[config.mk]
export PLATFORM = sky130hd
export DESIGN_NAME = apb_req_arbiter
export DESIGN_NICKNAME = d
export VERILOG_FILES = /design/src/rtl/apb_req_arbiter.sv
export SDC_FILE = /design/constraint.sdc
export NUM_CORES = 1
export LEC_CHECK = 0
export BUFFER_PORTS_ARGS = -buffer_cell sky130_fd_sc_hd__buf_2
export CAP_MARGIN = 10
export CELL_PAD_IN_SITES_DETAIL_PLACEMENT = 1
export CELL_PAD_IN_SITES_GLOBAL_PLACEMENT = 2
export CORE_MARGIN = 3
export CORE_UTILIZATION = 27
export DETAILED_ROUTE_END_ITERATION = 10
export MAX_ROUTING_LAYER = met4
export PLACE_DENSITY = 0.85
export RECOVER_POWER = 100
export SYNTH_ARGS = -nofsm -noshare
export SYNTH_HDL_FRONTEND = slang
export SYNTH_SLANG_ARGS = --single-unit
[constraint.sdc]
create_clock -name pclk -period 1.55 [get_ports pclk]
set_input_delay 0.0775 -clock pclk [delete_from_list [all_inputs] [get_ports pclk]]
set_output_delay 0.0775 -clock pclk [all_outputs]
set_load 0.01 [all_outputs]
[src/rtl/apb_req_arbiter.sv]
// Two-requester APB master: arbitrates req0/req1 and runs one SETUP/ACCESS transfer at a time.
// Optional macro ARB_ROUND_ROBIN_EN selects round-robin tie-breaking; the default build uses fixed priority (requester 0 wins).
module apb_req_arbiter #(
  parameter int ADDR_W = 4,
  parameter int DATA_W = 8
) (
  input  logic              pclk,
  input  logic              rst_n,
  input  logic              req0,
  input  logic              req1,
  input  logic              wr0,
  input  logic              wr1,
  input  logic [ADDR_W-1:0] addr0,
  input  logic [ADDR_W-1:0] addr1,
  input  logic [DATA_W-1:0] wdata0,
  input  logic [DATA_W-1:0] wdata1,
  output logic              done0,
  output logic              done1,
  output logic [DATA_W-1:0] rdata0,
  output logic [DATA_W-1:0] rdata1,
  output logic              busy,
  output logic [ADDR_W-1:0] paddr,
  output logic              pwrite,
  output logic              psel,
  output logic              penable,
  output logic [DATA_W-1:0] pwdata,
  input  logic [DATA_W-1:0] prdata,
  input  logic              pready
);

  typedef enum logic [1:0] {IDLE, SETUP, ACCESS} state_e;

  state_e              state_q;
  logic                grant_q;
  logic                done0_q, done1_q;
  logic [DATA_W-1:0]   rdata0_q, rdata1_q;
  logic [ADDR_W-1:0]   paddr_q;
  logic                pwrite_q, psel_q, penable_q;
  logic [DATA_W-1:0]   pwdata_q;

  logic                elig0, elig1, win1;
  logic                sel_wr;
  logic [ADDR_W-1:0]   sel_addr;
  logic [DATA_W-1:0]   sel_wdata;

  // A requester whose done pulse is high this cycle still shows its old request.
  assign elig0 = req0 & ~done0_q;
  assign elig1 = req1 & ~done1_q;

`ifdef ARB_ROUND_ROBIN_EN
  logic last_q;
  assign win1 = elig1 & (~elig0 | ~last_q);
`else
  assign win1 = elig1 & ~elig0;
`endif

  assign sel_wr    = win1 ? wr1    : wr0;
  assign sel_addr  = win1 ? addr1  : addr0;
  assign sel_wdata = win1 ? wdata1 : wdata0;

  always_ff @(posedge pclk or negedge rst_n) begin
    if (!rst_n) begin
      state_q   <= IDLE;
      grant_q   <= 1'b0;
      done0_q   <= 1'b0;
      done1_q   <= 1'b0;
      rdata0_q  <= '0;
      rdata1_q  <= '0;
      paddr_q   <= '0;
      pwrite_q  <= 1'b0;
      psel_q    <= 1'b0;
      penable_q <= 1'b0;
      pwdata_q  <= '0;
`ifdef ARB_ROUND_ROBIN_EN
      last_q    <= 1'b1;
`endif
    end else begin
      done0_q <= 1'b0;
      done1_q <= 1'b0;
      case (state_q)
        IDLE: begin
          if (elig0 | elig1) begin
            grant_q  <= win1;
            pwrite_q <= sel_wr;
            paddr_q  <= sel_addr;
            if (sel_wr) pwdata_q <= sel_wdata;
            psel_q   <= 1'b1;
            state_q  <= SETUP;
`ifdef ARB_ROUND_ROBIN_EN
            last_q   <= win1;
`endif
          end
        end
        SETUP: begin
          penable_q <= 1'b1;
          state_q   <= ACCESS;
        end
        ACCESS: begin
          if (pready) begin
            psel_q    <= 1'b0;
            penable_q <= 1'b0;
            state_q   <= IDLE;
            if (grant_q) begin
              done1_q <= 1'b1;
              if (!pwrite_q) rdata1_q <= prdata;
            end else begin
              done0_q <= 1'b1;
              if (!pwrite_q) rdata0_q <= prdata;
            end
          end
        end
        default: begin
          psel_q    <= 1'b0;
          penable_q <= 1'b0;
          state_q   <= IDLE;
        end
      endcase
    end
  end

  assign done0   = done0_q;
  assign done1   = done1_q;
  assign rdata0  = rdata0_q;
  assign rdata1  = rdata1_q;
  assign busy    = (state_q != IDLE);
  assign paddr   = paddr_q;
  assign pwrite  = pwrite_q;
  assign psel    = psel_q;
  assign penable = penable_q;
  assign pwdata  = pwdata_q;

endmodule

; Word-level counts from Yosys, hierarchy flattened
; Cells that the tools add are included.
; W data, S select, Z words.
[word_totals]
latchBits = 0
inputBits = 39
mem_bits_rw = 0
mem_bits_ro = 0
register_bits = 36
mem_count = 0
[op_classes]
n_shift = 0
n_bitwise = 11
n_eq_ne = 4
n_mul = 0
n_div = 0
n_reduce_logical = 9
order_cmp = 0
addsub = 0
n_mux = 16
[ops]
columns = op, count
row1 = $mux W1, 9
row2 = $mux W8, 1
row3 = $reduce_and A4 Y1, 2
row4 = $not A1 Y1, 7
row5 = $pmux W1 S3, 2
row6 = $pmux W2 S3, 1
row7 = $reduce_and A2 Y1, 3
row8 = $reduce_and A3 Y1, 2
row9 = $mux W2, 2
row10 = $mux W4, 1
row11 = $ne A2 B2 Y1 const B, 2
row12 = $and A1 B1 Y1, 3
row13 = $eq A2 B1 Y1 const B, 1
row14 = $eq A2 B2 Y1 const B, 1
row15 = $logic_not A2 Y1, 1
row16 = $reduce_bool A2 Y1, 1
row17 = $or A1 B1 Y1, 1

; Longest topological paths before layout
; Gate-level depths: netlist (run 1).
[depth]
ltp_word = 6
depth_mapped = 5
mapped_depth_nobuf = 4

; Least setup slack after synthesis (run 1)
; No wires, ideal clock.
[synth_path]
path_type = register to register
startpoint = register state_q[0]
endpoint = register rdata0_q[0] (netlist: rdata0[0])
n_path_buf = 0
period_less_slack_ns = 1.390
path_stages_with_launch = 4
slack_ns = 0.160
arrival_ns = 1.265
cell_sequence = dfrtp_1 -> nand3b_4 -> nor3_4 -> mux2_2
[synth_between]
elab_chain_len = 2
[synth_lines]
columns = item, line
row1 = from (decl), 33  ; state_e state_q;
row2 = from (signal assigned), 63  ; state_q <= IDLE;
row3 = from (signal assigned), 88  ; state_q <= SETUP;
row4 = from (signal assigned), 96  ; state_q <= ACCESS;
row5 = $eq A2 B2 Y1, 80  ; case (state_q)
row6 = $reduce_and A4 Y1 (no line), n/a
row7 = to (signal assigned), 108  ; if (!pwrite_q) rdata0_q <= prdata;
row8 = to (decl), 36  ; logic [DATA_W-1:0] rdata0_q, rdata1_q;
; No other way between the ends.
; A chain may end at the register's enable or synchronous reset.

; Worst setup path after layout (run 1)
[layout_path]
startpoint = register state_q[0]
endpoint = register rdata1_q[4] (netlist: rdata1[4])
[layout_between]
elab_chain_len = 2
[layout_lines]
columns = item, line
row1 = $eq A2 B2 Y1, 80
row2 = $reduce_and A4 Y1 (no line), n/a
row3 = to (signal assigned), 105  ; if (!pwrite_q) rdata1_q <= prdata;
row4 = to (decl), 36
; No other way between the ends.

==> results of run 1 <==
## cell usage in the layout (no fill, tap or decap), drive strengths merged
| cell type | instances |
|---|---|
| nor2 | 4 |
| nand3 | 1 |
| clkbuf | 39 |
| inv | 11 |
| nand3b | 1 |
| clkinv | 1 |
| o22ai | 9 |
| bufinv | 1 |
| mux2 | 17 |
| o21a | 2 |
| nor2b | 1 |
| buf | 44 |
| nor3 | 2 |
| and2b | 1 |
| and2 | 1 |
| dfrtp | 36 |
| nand2b | 1 |
| a21oi | 8 |
| nand2 | 7 |
| dlygate4sd3 | 1 |
| mux2i | 4 |
| clkinvlp | 1 |
| nand4 | 1 |
| o21ai | 6 |
## cell families after synthesis
logic type,after synthesis,synth area share [%]
flops,36,60.50
compound gates,25,9.747
simple gates,20,10.67
buf+inv,12,3.529
mux,21,15.55
## where the power goes
part / total [mW] / switching [mW] / internal (mW)
clock: 0.821 / 0.345 / 0.476
combinational: 1.41 / 0.781 / 0.629
sequential: 1.67 / 0.291 / 1.38
total: 3.90 / 1.42 / 2.48
## flip-flops by register name, indices dropped and copies added (netlist names)
signal / flops
grant_q: 1
done1: 1
pwrite: 1
rdata0: 8
state_q: 2
paddr: 4
pwdata: 8
rdata1: 8
penable: 1
done0: 1
psel: 1
## final timing paths
| path | from | to | slack, ns | cells past startpoint |
|---|---|---|---|---|
| setup / recovery | state_q[0]$_DFFE_PN0P_ | rdata1[4]$_DFFE_PN0P_ | 0.08 | 4 |
| hold / removal | prdata[2] | rdata0[2]$_DFFE_PN0P_ | 0.03 | 2 |
| setup reg to reg | state_q[0]$_DFFE_PN0P_ | rdata1[4]$_DFFE_PN0P_ | 0.08 | 4 |
| hold reg to reg | paddr[3]$_DFFE_PN0P_ | paddr[3]$_DFFE_PN0P_ | 0.48 | 2 |
| max in group asynchronous | rst_n | state_q[0]$_DFFE_PN0P_ | 0.41 | 3 |
| min in group asynchronous | rst_n | rdata0[1]$_DFFE_PN0P_ | 0.51 | 3 |
## layer usage
layer / vias to the layer above / global-route usage, % / share of wire (%)
li1: 572 / - / -
met1: 559 / 16.95 / 45
met2: 49 / 20.53 / 46
met3: 2 / 5.045 / 8.5
met4: 0 / 2.534 / 0.41
met5: - / - / 0
## cell type report
cell class                      count  area (um2)  share of cell area [%]
Clock buffer                        5       68.82                   3.323
Sequential cell                    36       902.1                   43.56
Clock inverter                      3       42.54                   2.054
Inverter                           11       41.29                   1.994
Tap cell                           70       87.58                   4.230
Timing Repair Buffer               79       396.6                   19.15
Multi-Input combinational cell     66       531.8                   25.68
## repair_timing
action / CTS / global route
resized for setup: 0 / 1
hold buffers: 1 / 0
hold endpoints to repair: 36 / 0
gates cloned: 0 / 0
setup endpoints to repair: 1 / 4
setup buffers: 1 / 0
pin swaps: 1 / 0
## through the flow
stage	cell area, um2	total power [mW]	std cells
detailed placement	1976	3.223	260
global route	2071	4.198	270
floorplan	1489	2.508	114
CTS	2117	4.090	270
finish	2071	3.899	270
global placement	1976	3.172	260
==> flow_metrics.env, run 1 <==
export IMPL_grt_max_degree=37
export IMPL_synth_edf_count=0
export IMPL_outcome="completed"
export IMPL_yosys_register_bits=36
export IMPL_drtIter0Drc=47
export IMPL_path_delay_family="flip-flops"
export IMPL_die_w_um=80.26
export IMPL_tightestPinTransition_ns=0.9071
export IMPL_insertion_delay_ns=0.29
export IMPL_detailed_place_hpwl_um=3075
export IMPL_p_per_area_nw_per_um2=1883
export IMPL_grt_pass1_wl_um=6520
export IMPL_antenna_cells=0
export IMPL_layout_setup_ws_ns=0.08418
export IMPL_synthTopCellsByArea="dfrtp_1 (61%), mux2_2 (13%), o22ai_1 (3.8%), inv_1 (2.8%), a21oi_1 (2.7%)"
export IMPL_clkTransAtPathRegs_ns=0.07
export IMPL_max_clock_freq_ghz=0.6822
export IMPL_first_global_vias=1330
export IMPL_gp_congestion=0.7009
export IMPL_ys_flop_type="dfrtp_1"
export IMPL_drtPass1Iterations=3
export IMPL_rows=26
export IMPL_drv_slew=0
export IMPL_ir_worst_vdd_v=0.0007849
export IMPL_synth_top_area_share_pct=60.50
export IMPL_cts_path_max_buffers=2
export IMPL_num_vias=1182
export IMPL_p_leak_nw=0.9926
export IMPL_clkSinkCount=36
export IMPL_drive_gt1_share_pct=38.50
export IMPL_final_util_pct=39.78
export IMPL_fillerInstances=621
export IMPL_vias_per_cell=4.378
export IMPL_slowest_stage="dfrtp_2"
export IMPL_worstPathMaxFanout=8
export IMPL_synthToLayoutAreaGrowth_pct=39.08
export IMPL_drv_cap=0
export IMPL_fin_crit_ns=1.466
export IMPL_path_buf_inv=1
export IMPL_fin_crit_sh_pct=94.57
export IMPL_numPortBuffers=72
export IMPL_finalClockSkew_ns=0.006311
export IMPL_crit_path_cell_trace="nand3b_4 > nor3_4 > buf_12 > mux2_2"
export IMPL_hold_viol_final=0
export IMPL_cp_required_ns=1.72
export IMPL_synthTopCellsByCount="dfrtp_1 (36), mux2_2 (17), inv_1 (11)"
export IMPL_wl_um=3899
export IMPL_cp_start_kind="register"
export IMPL_critPathCaptureType="register"
export IMPL_place_ws_ns=0.002141
export IMPL_synth_warnings=0
export IMPL_nets=238
export IMPL_root_buffer="clkbuf_8"
export IMPL_grt_total_usage_pct=13.34
export IMPL_cts_buffers=5
export IMPL_critPathKind="reg -> reg"
export IMPL_tritoncts="yes"
export IMPL_drc=0
export IMPL_netlist_area_um2=1489
export IMPL_rsz0062_at_grt="no"
export IMPL_synth_async_reset_ratio_pct=100.0
export IMPL_seq_area_frac_synth_pct=60.50
export IMPL_fp_dieH_um=80.26
export IMPL_setup_tns_ns=0
export IMPL_globalRoute_totalOverflow=0
export IMPL_synth_cells=114
export IMPL_yosysTopAreaCell="dfrtp_1"
export IMPL_syn_num_nets=153
export IMPL_max_stage_delay_ns=0.45
export IMPL_min_path_type="in -> reg"
export IMPL_wire_per_inst_um=14.44
export IMPL_arrival_ns=1.64
export IMPL_postRouteAntennaNets=0
export IMPL_core_area_um2=5205
export IMPL_setup_viol=0
export IMPL_start_util_pct=28.61
export IMPL_htreeDepth=2
export IMPL_ios=73
export IMPL_ys_types=21
export IMPL_die_area_um2=6442
export IMPL_postSynthAreaPerCell_um2=13.06
export IMPL_timing_hold_ws_ns=0.02914
export IMPL_synth_most_common_cell="dfrtp_1"
export IMPL_max_slew_margin_pct=39.52
export IMPL_antenna_found_initial=0
(Power assumes the default switching activity.)
==> run 2, diff against run 1 <==
SETUP_SLACK_MARGIN = 0.05   (was default)
clock period = 1.5 ns   (was 1.55 ns; I/O delays follow)
==> run 2 against run 1 <==
Net effect:
- first-iteration DRC count is 43% lower
- sequential share of layout area is 1.6 points lower
- highest routed layer unchanged
- critical endpoint is now rdata1[1]$_DFFE_PN0P_
- worst hold slack better by 0.0067 ns
==> flow_metrics.env, run 2 (synthesis gave the netlist of run 1 again) <==
export IMPL_layout_cells_non_filler=275
export IMPL_num_vias=1203
export IMPL_die_area_um2=6442
export IMPL_start_util_pct=28.61
export IMPL_p_per_area_nw_per_um2=2060
export IMPL_clkSinkCount=36
export IMPL_layout_commonest_cell="buf_2"
export IMPL_globalRoute_totalOverflow=0
export IMPL_arrival_ns=1.59
export IMPL_design_area_um2=2148
export IMPL_hold_viol_final=0
export IMPL_cts_path_max_buffers=2
export IMPL_cp_required_ns=1.67
export IMPL_outcome="completed"
export IMPL_wire_per_inst_um=14.40
export IMPL_max_slew_margin_pct=40.45
export IMPL_p_leak_nw=1.038
export IMPL_drtPass1Iterations=4
export IMPL_die_w_um=80.26
export IMPL_numPortBuffers=72
export IMPL_rsz0062_at_grt="no"
export IMPL_max_clock_freq_ghz=0.7035
export IMPL_wl_um=3959
export IMPL_root_buffer="clkbuf_8"
export IMPL_fin_crit_ns=1.422
export IMPL_ios=73
export IMPL_clkTransAtPathRegs_ns=0.08
export IMPL_worstPathMaxFanout=8
export IMPL_gp_congestion=0.7196
export IMPL_drv_cap=0
export IMPL_first_global_vias=1305
export IMPL_setup_viol=0
export IMPL_cts_buffers=5
export IMPL_setup_tns_ns=0
export IMPL_core_area_um2=5205
export IMPL_fp_dieH_um=80.26
export IMPL_final_cell_mix="buf_2 (39), dfrtp_1 (35), clkbuf_1 (35)"
export IMPL_tritoncts="yes"
export IMPL_grt_pass1_wl_um=6451
export IMPL_tightestPinTransition_ns=0.8932
export IMPL_htreeDepth=2
export IMPL_min_path_type="in -> reg"
export IMPL_cp_start_kind="register"
export IMPL_drtIter0Drc=27
export IMPL_nets=243
export IMPL_drc=0
export IMPL_fin_crit_sh_pct=94.77
export IMPL_finalClockSkew_ns=0.004860
export IMPL_postRouteAntennaNets=0
export IMPL_detailed_place_hpwl_um=3087
export IMPL_rows=26
export IMPL_p_total_mw=4.425
export IMPL_critPathKind="reg -> reg"
export IMPL_synthToLayoutAreaGrowth_pct=44.29
export IMPL_antenna_cells=0
export IMPL_dp_cells=263
export IMPL_critPathCaptureType="register"
export IMPL_drive_gt1_share_pct=39.51
export IMPL_grt_total_usage_pct=13.32
export IMPL_antenna_found_initial=0
export IMPL_ir_worst_vdd_v=0.0007457
export IMPL_dpl_cell_area_um2=2023
export IMPL_vias_per_cell=4.375
export IMPL_grt_max_degree=37
export IMPL_drv_slew=0
export IMPL_insertion_delay_ns=0.29
## run 2: worst max-delay path, stage by stage, from the launching register on
cell	delay (ns)
dfrtp_1	0.38
nand3b_4	0.19
nor3_2	0.11
bufbuf_8	0.29
mux2_2	0.33
## run 2: metrics by stage
| stage | hold WS [ns] | util, % | setup slack [ns] |
|---|---|---|---|
| final | 0.03581 | 41.27 | 0.07844 |
| after global placement | 0.05327 | 38.87 | 0.1352 |
| after floorplan | -0.2206 | - | 0.1104 |
| after CTS | 0.02754 | 42.12 | 0.06659 |
| after global routing | 0.02872 | 41.27 | 0.03357 |
| after detailed placement | 0.05658 | 38.87 | 0.09470 |
## run 2: repair_timing
item                                    CTS  global route
gates resized for setup                   0             3
endpoints found under the setup margin    0            16
buffers inserted                          0             3
hold endpoints to repair                 36             0
hold buffers                              1             0
## run 2: cell type report
type	instances	area [um2]
clock buffers	5	68.82
clock inverters	3	90.09
fillers	607	3057
inverters	11	41.29
multi-input cells	66	533.0
flip-flops and latches	36	902.1
well taps	70	87.58
repair buffers	84	425.4
## run 2: report_power, final
part           internal [mW]  switching, mW  total, mW
logic                  0.692          0.843       1.53
clock network          0.832          0.359       1.19
registers               1.42          0.277       1.70
## run 2: path summary, 6_finish.rpt
check | startpoint | endpoint | slack [ns] | cells past startpoint
min | prdata[2] | rdata1[2]$_DFFE_PN0P_ | 0.04 | 2
max in group asynchronous | rst_n | state_q[1]$_DFFE_PN0P_ | 0.37 | 3
max | state_q[0]$_DFFE_PN0P_ | rdata1[1]$_DFFE_PN0P_ | 0.08 | 4
max reg2reg | state_q[0]$_DFFE_PN0P_ | rdata1[1]$_DFFE_PN0P_ | 0.08 | 4
min reg2reg | paddr[2]$_DFFE_PN0P_ | paddr[2]$_DFFE_PN0P_ | 0.48 | 2
min in group asynchronous | rst_n | rdata1[2]$_DFFE_PN0P_ | 0.52 | 3
## run 2: layer usage
metal / track usage (%) / wire length, um / vias up
met1: 15.13 / 1674 / 576
li1: - / - / 575
met5: - / 0 / -
met2: 21.94 / 1873 / 48
met4: 3.547 / 38 / 0
met3: 5.269 / 372 / 4
